[config.mk]
export PLATFORM = sky130hd
export DESIGN_NAME = uart_tx_fifo
export DESIGN_NICKNAME = d
export VERILOG_FILES = /design/src/rtl/uart_tx_fifo.sv
export SDC_FILE = /design/constraint.sdc
export NUM_CORES = 1
export LEC_CHECK = 0
export ABC_AREA = 1
export BUFFER_PORTS_ARGS = -buffer_cell sky130_fd_sc_hd__clkbuf_2
export CAP_MARGIN = 15
export CORE_AREA = 2 2 74 76
export DETAILED_ROUTE_END_ITERATION = 7
export DIE_AREA = 0 0 76 78
export PLACE_DENSITY = 0.77
export SKIP_CTS_REPAIR_TIMING = 1
export SLEW_MARGIN = 10
export SYNTH_ARGS = -nofsm -noshare
export SYNTH_HDL_FRONTEND = slang
export SYNTH_SLANG_ARGS = --single-unit
[constraint.sdc]
create_clock -name clock -period 3 [get_ports clock]
set_input_delay 0.75 -clock clock [delete_from_list [all_inputs] [get_ports clock]]
set_output_delay 0.75 -clock clock [all_outputs]
set_load 0.005 [all_outputs]
[src/rtl/uart_tx_fifo.sv]
// rtl/uart_tx_fifo.sv - 8N1 serial transmitter fed by a small byte FIFO
module uart_tx_fifo #(
  parameter int TICKS_PER_CYCLE = 48,
  parameter int FIFO_DEPTH      = 4,
  localparam int CNT_W          = $clog2(FIFO_DEPTH + 1)
) (
  input  logic             clock,
  input  logic             reset,
  input  logic [7:0]       data,
  input  logic             dataValid,
  output logic             readyForData,
  output logic             serialOut,
  output logic             busy,
  output logic [CNT_W-1:0] fifoCount
);

  localparam int AW = $clog2(FIFO_DEPTH);
  localparam int TW = (TICKS_PER_CYCLE > 0) ? $clog2(TICKS_PER_CYCLE + 1) : 1;
  localparam logic [TW-1:0]    TICK_RELOAD = TW'(TICKS_PER_CYCLE);
  localparam logic [CNT_W-1:0] FULL_CNT    = CNT_W'(FIFO_DEPTH);

  typedef enum logic [1:0] {
    S_IDLE  = 2'd0,
    S_START = 2'd1,
    S_DATA  = 2'd2,
    S_STOP  = 2'd3
  } state_t;

  logic [7:0]       r_mem [FIFO_DEPTH];
  logic [AW-1:0]    r_wr_ptr;
  logic [AW-1:0]    r_rd_ptr;
  logic [CNT_W-1:0] r_count;

  state_t           r_state;
  logic [TW-1:0]    r_tick;
  logic [2:0]       r_bit;
  logic [7:0]       r_shift;
  logic             r_serial;

  state_t           w_state_nxt;
  logic [TW-1:0]    w_tick_nxt;
  logic [2:0]       w_bit_nxt;
  logic [7:0]       w_shift_nxt;
  logic             w_serial_nxt;
  logic             w_pop;
  logic             w_push;
  logic             w_not_empty;

  // Acceptance depends only on the registered count, so it never combinationally follows a pop.
  assign readyForData = (r_count != FULL_CNT);
  assign w_push       = dataValid && readyForData;
  assign w_not_empty  = (r_count != '0);
  assign serialOut    = r_serial;
  assign busy         = (r_state != S_IDLE) || w_not_empty;
  assign fifoCount    = r_count;

  // FIFO storage is written only on the accepting edge; contents need no reset.
  always_ff @(posedge clock) begin
    if (w_push) begin
      r_mem[r_wr_ptr] <= data;
    end
  end

  // FIFO pointers and occupancy; a simultaneous push and pop leaves the count unchanged.
  always_ff @(posedge clock or posedge reset) begin
    if (reset) begin
      r_wr_ptr <= '0;
      r_rd_ptr <= '0;
      r_count  <= '0;
    end else begin
      if (w_push) begin
        r_wr_ptr <= r_wr_ptr + 1'b1;
      end
      if (w_pop) begin
        r_rd_ptr <= r_rd_ptr + 1'b1;
      end
      case ({w_push, w_pop})
        2'b10:   r_count <= r_count + 1'b1;
        2'b01:   r_count <= r_count - 1'b1;
        default: r_count <= r_count;
      endcase
    end
  end

  // Frame state register; reset truncates any frame and returns the line high at once.
  always_ff @(posedge clock or posedge reset) begin
    if (reset) begin
      r_state  <= S_IDLE;
      r_tick   <= '0;
      r_bit    <= '0;
      r_shift  <= '0;
      r_serial <= 1'b1;
    end else begin
      r_state  <= w_state_nxt;
      r_tick   <= w_tick_nxt;
      r_bit    <= w_bit_nxt;
      r_shift  <= w_shift_nxt;
      r_serial <= w_serial_nxt;
    end
  end

  // Next-state logic: each bit holds TICKS_PER_CYCLE+1 clocks; STOP chains straight into the next start bit.
  always_comb begin
    w_state_nxt  = r_state;
    w_tick_nxt   = r_tick;
    w_bit_nxt    = r_bit;
    w_shift_nxt  = r_shift;
    w_serial_nxt = r_serial;
    w_pop        = 1'b0;
    case (r_state)
      S_IDLE: begin
        w_serial_nxt = 1'b1;
        if (w_not_empty) begin
          w_pop        = 1'b1;
          w_shift_nxt  = r_mem[r_rd_ptr];
          w_serial_nxt = 1'b0;
          w_tick_nxt   = TICK_RELOAD;
          w_state_nxt  = S_START;
        end
      end
      S_START: begin
        if (r_tick != '0) begin
          w_tick_nxt = r_tick - 1'b1;
        end else begin
          w_serial_nxt = r_shift[0];
          w_shift_nxt  = {1'b0, r_shift[7:1]};
          w_bit_nxt    = 3'd7;
          w_tick_nxt   = TICK_RELOAD;
          w_state_nxt  = S_DATA;
        end
      end
      S_DATA: begin
        if (r_tick != '0) begin
          w_tick_nxt = r_tick - 1'b1;
        end else if (r_bit != 3'd0) begin
          w_serial_nxt = r_shift[0];
          w_shift_nxt  = {1'b0, r_shift[7:1]};
          w_bit_nxt    = r_bit - 1'b1;
          w_tick_nxt   = TICK_RELOAD;
        end else begin
          w_serial_nxt = 1'b1;
          w_tick_nxt   = TICK_RELOAD;
          w_state_nxt  = S_STOP;
        end
      end
      S_STOP: begin
        if (r_tick != '0) begin
          w_tick_nxt = r_tick - 1'b1;
        end else if (w_not_empty) begin
          w_pop        = 1'b1;
          w_shift_nxt  = r_mem[r_rd_ptr];
          w_serial_nxt = 1'b0;
          w_tick_nxt   = TICK_RELOAD;
          w_state_nxt  = S_START;
        end else begin
          w_state_nxt = S_IDLE;
        end
      end
      default: begin
        w_state_nxt  = S_IDLE;
        w_serial_nxt = 1'b1;
      end
    endcase
  end

endmodule
==> impl_metrics.ini, run 1 <==
[detailed_routing]
drt-wirelength-per-cell_um = 13.3
drt_iter0_drc = 123
vias_per_cell = 5.28
drc = 0
routed_wl_um = 5750
antenna_left = 0
num_vias = 2276
firstDrtPassIters = 4

[worst_setup_path]
worstSetupStartpoint = r_tick[0]
r2r-start = r_tick[0]
slowest_stage = dfrtp_1
cp_slowest_stage_delay_ns = 0.39
required_ns = 3.21
path_common_cell = inv_1
cp-start-kind = flop
critPathMaxFanout = 16
critPathCaptureType = flop
path_class = flop to flop
path_cells = inv_1, ha_1, nand3_4, o21bai_1, nand2_1, inv_1, ha_1, inv_1, fa_1, a21oi_1, o21ai_0, xor2_1
worstPathArrival_ns = 2.83

[logic_synthesis]
avgSynthCellArea_um2 = 8.95
seq_area_frac_synth = 0.548
yosys-top-cells-area = edfxtp_1 32%, dfrtp_1 22%, nand2_1 15%, nand3_1 8.4%, ha_1 5.4%
synth_fa_ha_area_frac = 0.0611
synth.top_cell.area_share = 0.321
ys_ff_latch = 59
synth_top_family_by_area = simple AND/OR/NAND/NOR gates
synth_xor_area_frac = 0.0146
syn_inst = 334
synth_top_area_cell = edfxtp_1
ys_types = 29
synthArstFlopShare = 0.458
synth_compound_area_frac = 0.0498
synth_nets = 359
synth_mux_area_frac = 0
synth_edf_count = 32
yosys_warnings = 0
synth_simple_gate_area_frac = 0.270
synth-main-ff-cell = edfxtp_1
synth.cell_area_um2 = 2990

[power_and_ir_drop]
power_density_nw_per_um2 = 631
seqPwrFrac = 0.492
comb_power_share = 0.142
p_sw_frac = 0.265
p_clk_frac = 0.366
p_sw_uw = 560
ir_drop_v = 0.000484
leakage_uw = 0.00159
power.internal_uw = 1550

[die]
io_pins = 17
coreArea_um2 = 5040
die_h_um = 78
die_w_um = 76
fp.dieArea_um2 = 5930
start_util = 0.593
num_rows = 26

[grt]
grt_overflow = 0
antenna_found_initial = 0
grt_pass1_vias = 2199
grt_usage = 0.214
grt_start_max_net_pins = 28
grt_pass1_wl_um = 9900

[layout]
final_nets = 381
antenna_cells = 0
syn2layout_area_growth_pct = 11.8
fin_cells = 431
drive_above_1_share = 0.111
layout_commonest_cell = nand2_1
nFillCells = 395
final_cell_mix = 117 x nand2_1, 50 x nand3_1, 32 x inv_1, 32 x edfxtp_1, 26 x dfrtp_1

[timing]
rsz0062_at_grt = no
fmaxAchievable_mhz = 381
skew_ns = 0.00549
slew_violations = 0
fin_tns_setup_ns = 0
min_period_over_period = 0.874
slew_headroom = 0.476
worstMarginPinSlew_ns = 0.784
hold_viol_final = 0
setup_viol = 0
final.min_clock_period_ns = 2.62

[clocking]
cts.sinks = 59
cts_root_buffer = clkbuf_8
cts_tree = yes
clkLatencyLatePin_ns = 0.34
cts_buffer_depth = 2
path_clk_slew_ns = 0.07
cts_inserted_buffers = 9
htreeDepth = 3

[placement]
dp_hpwl_um = 3910
port_buffers = 16
gp_routability_congestion = 0.879
dp_cells = 415

[flow_run]
cap_violations = 0

[min_path]
worstHoldPathType = input port to async pin

[status]
status = finished, final reports clean
cells by family (layout without fill, tap and decap cells):
logic type | Yosys count | count (layout)
flip-flops | 59 | 59
AO/OA/AOI/OAI | 25 | 25
XOR/XNOR | 5 | 5
buffers and inverters | 41 | 68
adder cells (fa/ha/maj) | 14 | 14
AND/OR/NAND/NOR | 190 | 190
critical path: cells and delay by family, from the launching register on:
family,cells,cell delay [ns]
buffers and inverters,3,0.25
and+or+nand+nor,2,0.34
xor gates and xnor gates,1,0.16
DFF,1,0.39
AOI/OAI and AO/OA,3,0.55
adders and majority gates,3,0.82
cell type report:
type / count / area (um2) / share of cell area
Multi-Input combinational cell: 234 / 1180 / 0.354
Clock inverter: 5 / 77.6 / 0.0232
Clock buffer: 11 / 131 / 0.0393
Tap cell: 70 / 87.6 / 0.0262
Timing Repair Buffer: 19 / 103 / 0.0307
Sequential cell: 59 / 1640 / 0.490
Inverter: 33 / 124 / 0.0370
worst paths after layout:
path / end / slack [ns] / cells past startpoint
worst max-delay path: fifoCount[2] / 0.38 / 12
worst min-delay path: r_wr_ptr[0] / 0.44 / 3
worst max register to register: fifoCount[2] / 0.38 / 12
worst min register to register: serialOut / 0.46 / 2
max in group asynchronous: serialOut / 2.25 / 3
min in group clock: serialOut / 0.46 / 2
per-stage QoR:
stage / utilization / hold WS, ns / cell area (um2) / setup WS (ns) / total power, uW
finish: 0.663 / 0.443 / 3340 / 0.378 / 2110
detailed placement: 0.622 / 0.458 / 3140 / 0.400 / 1360
floorplan: - / 0.449 / 2990 / 0.763 / 1240
global placement: 0.622 / 0.457 / 3140 / 0.544 / 1340
global route: 0.663 / 0.483 / 3340 / 0.194 / 2210
CTS: 0.663 / 0.456 / 3340 / 0.389 / 2120
cell usage after synthesis, types with 3 or more instances:
cell and count:
inv_1 32, edfxtp_1 32, nand2_1 117, clkbuf_1 3, nor2_1 16, dfrtp_1 26
xor2_1 4, o21ai_0 11, nand3_1 50, a21oi_1 8, ha_1 13
power groups by stage:
stage / registers [uW] / logic, uW / clock network (uW)
global route: 1050 / 353 / 807
detailed placement: 1050 / 303 / 0
CTS: 1040 / 308 / 776
global placement: 1050 / 296 / 0
finish: 1040 / 300 / 773
floorplan: 1040 / 199 / 0
state kept, by name, indices dropped and copies added (netlist names):
signal and count:
fifoCount 3, r_bit 3, r_mem 32, r_rd_ptr 2, r_shift 8, r_state 2, r_tick 6, r_wr_ptr 2
serialOut 1
metal layers:
layer  vias up  wire length, um  track usage
met2        52             2850        0.367
met3        10              226       0.0419
li1       1142                -            -
met5         -                0            0
met1      1072             2580        0.261
met4         0               87        0.104
(Power assumes the default switching activity.)
==> run 2: changes to the inputs <==
- CELL_PAD_IN_SITES_DETAIL_PLACEMENT: default -> 0
- CELL_PAD_IN_SITES_GLOBAL_PLACEMENT: default -> 1
- CORE_AREA: 2 2 74 76 -> 2 2 83 85
- DIE_AREA: 0 0 76 78 -> 0 0 85 87
- PLACE_DENSITY: 0.77 -> default
- PLACE_DENSITY_LB_ADDON: default -> 0.1
==> impl_metrics.ini, run 2 (synthesis results as in run 1) <==
[worst_setup_path]
cp_slowest_stage_delay_ns = 0.39
path_cells = inv_1, ha_1, nand3_4, o21bai_1, nand2_1, inv_1, ha_1, inv_1, fa_1, a21oi_1, o21ai_0, xor2_1
path_common_cell = inv_1
r2r-start = r_tick[0]
path_class = flop to flop
path_buf_inv = 3
cp.depth = 12
critPathCaptureType = flop
critPathMaxFanout = 16
reg2reg_depth = 12
timing.rr.end = fifoCount[2]
cp-start-kind = flop
worstPathArrival_ns = 2.83
worstSetupStartpoint = r_tick[0]
rrSetupSlack_ns = 0.40
critical_path.top_delay_family = adder cells
slowest_stage = dfrtp_1
critPathCapture = fifoCount[2]
required_ns = 3.23

[grt]
grt_use_met1 = 0.264
antenna_found_initial = 0
use_met2 = 0.290
grt_usage = 0.190
grt_pass1_vias = 2217
grt_start_max_net_pins = 28
grt_pass1_wl_um = 10700
grt_util_met3 = 0.0455
grt_overflow = 0
grt-busiest-layer = met2

[placement]
dp_hpwl_um = 4350
gp_routability_congestion = 0.837
port_buffers = 16
placed_area_um2 = 3190

[layout]
final_cell_mix = 117 x nand2_1, 50 x nand3_1, 32 x inv_1, 32 x edfxtp_1, 26 x dfrtp_1
final_cell_area_um2 = 3370
top_register = r_mem
largest_reg_flops = 32
drive_above_1_share = 0.128
layout_commonest_cell = nand2_1
seq_area_um2 = 1640
final_nets = 386
syn2layout_area_growth_pct = 12.7
reg.largest.list = r_mem: 32 flops, r_shift: 8 flops, r_tick: 6 flops
antenna_cells = 0
nFillCells = 622
multiInputGateArea_um2 = 1180

[timing]
setup_viol = 0
slew_headroom = 0.653
rsz0062_at_grt = no
fin_tns_setup_ns = 0
worstMarginPinSlew_ns = 0.517
hold_viol_final = 0
min_period_over_period = 0.867
skew_ns = 0.00817
fmaxAchievable_mhz = 384
final.min_clock_period_ns = 2.60
slew_violations = 0

[clocking]
clkLatencyLatePin_ns = 0.35
path_clk_slew_ns = 0.08
cts_inserted_buffers = 9
htreeDepth = 3
cts_tree = yes
cts_root_buffer = clkbuf_8
cts_buffer_depth = 2
cts.sinks = 59

[detailed_routing]
routed_wl_um = 6280
vias_per_cell = 5.06
drt_iter0_drc = 122
antenna_left = 0
num_vias = 2257
drc = 0
firstDrtPassIters = 4
drt-wirelength-per-cell_um = 14.1

[die]
coreArea_um2 = 6570
fp.dieArea_um2 = 7400
num_rows = 30
die_w_um = 85
io_pins = 17
start_util = 0.455
die_h_um = 87

[flow_run]
cap_violations = 0

[power_and_ir_drop]
power_density_nw_per_um2 = 602
ir_drop_v = 0.000341
leakage_uw = 0.00160

[status]
status = finished, final reports clean

[min_path]
worstHoldPathType = input port to async pin
==> run 2: how the worst min path moves through the flow <==
| stage | startpoint | to | slack (ns) | cells after the start |
|---|---|---|---|---|
| 2_1_floorplan | r_shift[1] | r_shift[1] | 0.45 | 2 |
| 3_3_place_gp | serialOut | serialOut | 0.45 | 2 |
| 3_5_place_dp | serialOut | serialOut | 0.46 | 2 |
| 6_report | reset | r_bit[1] | 0.43 | 3 |
| 5_1_grt | reset | r_bit[1] | 0.47 | 3 |
| 4_1_cts | reset | r_bit[1] | 0.45 | 3 |
==> run 2: routing by layer <==
layer  routed length, um  vias up
li1                    -     1146
met1                3130     1059
met2                2830       43
met3                 213        9
met4                 108        0
met5                   0        -
==> run 2: through the flow <==
step	total power [uW]	instances	worst slack (ns)	util	hold WS (ns)
6_report	2030	446	0.399	0.513	0.431
5_1_grt	2150	446	0.152	0.513	0.469
4_1_cts	2050	446	0.409	0.513	0.448
3_5_place_dp	1380	430	0.421	0.485	0.455
3_3_place_gp	1370	430	0.510	0.485	0.448
2_1_floorplan	1240	334	0.763	-	0.449
==> run 2: power by group <==
| group | internal [uW] | leakage [uW] | switching [uW] |
|---|---|---|---|
| registers | 985 | 0.000631 | 49.0 |
| logic | 115 | 0.000886 | 208 |
| clock network | 313 | 0.0000884 | 359 |
==> run 2: worst min-delay path, cell delays in order <==
cell and delay, ns:
clkbuf_2 0.08, inv_1 0.04, buf_4 0.32
==> run 2: area by class of cell <==
class                   instances  share of cell area
clock buffers                   9              0.0367
clock inverters                 7              0.0182
inverters                      33              0.0367
multi-input cells             234               0.351
flip-flops and latches         59               0.486
well taps                      80              0.0297
repair buffers                 24              0.0416
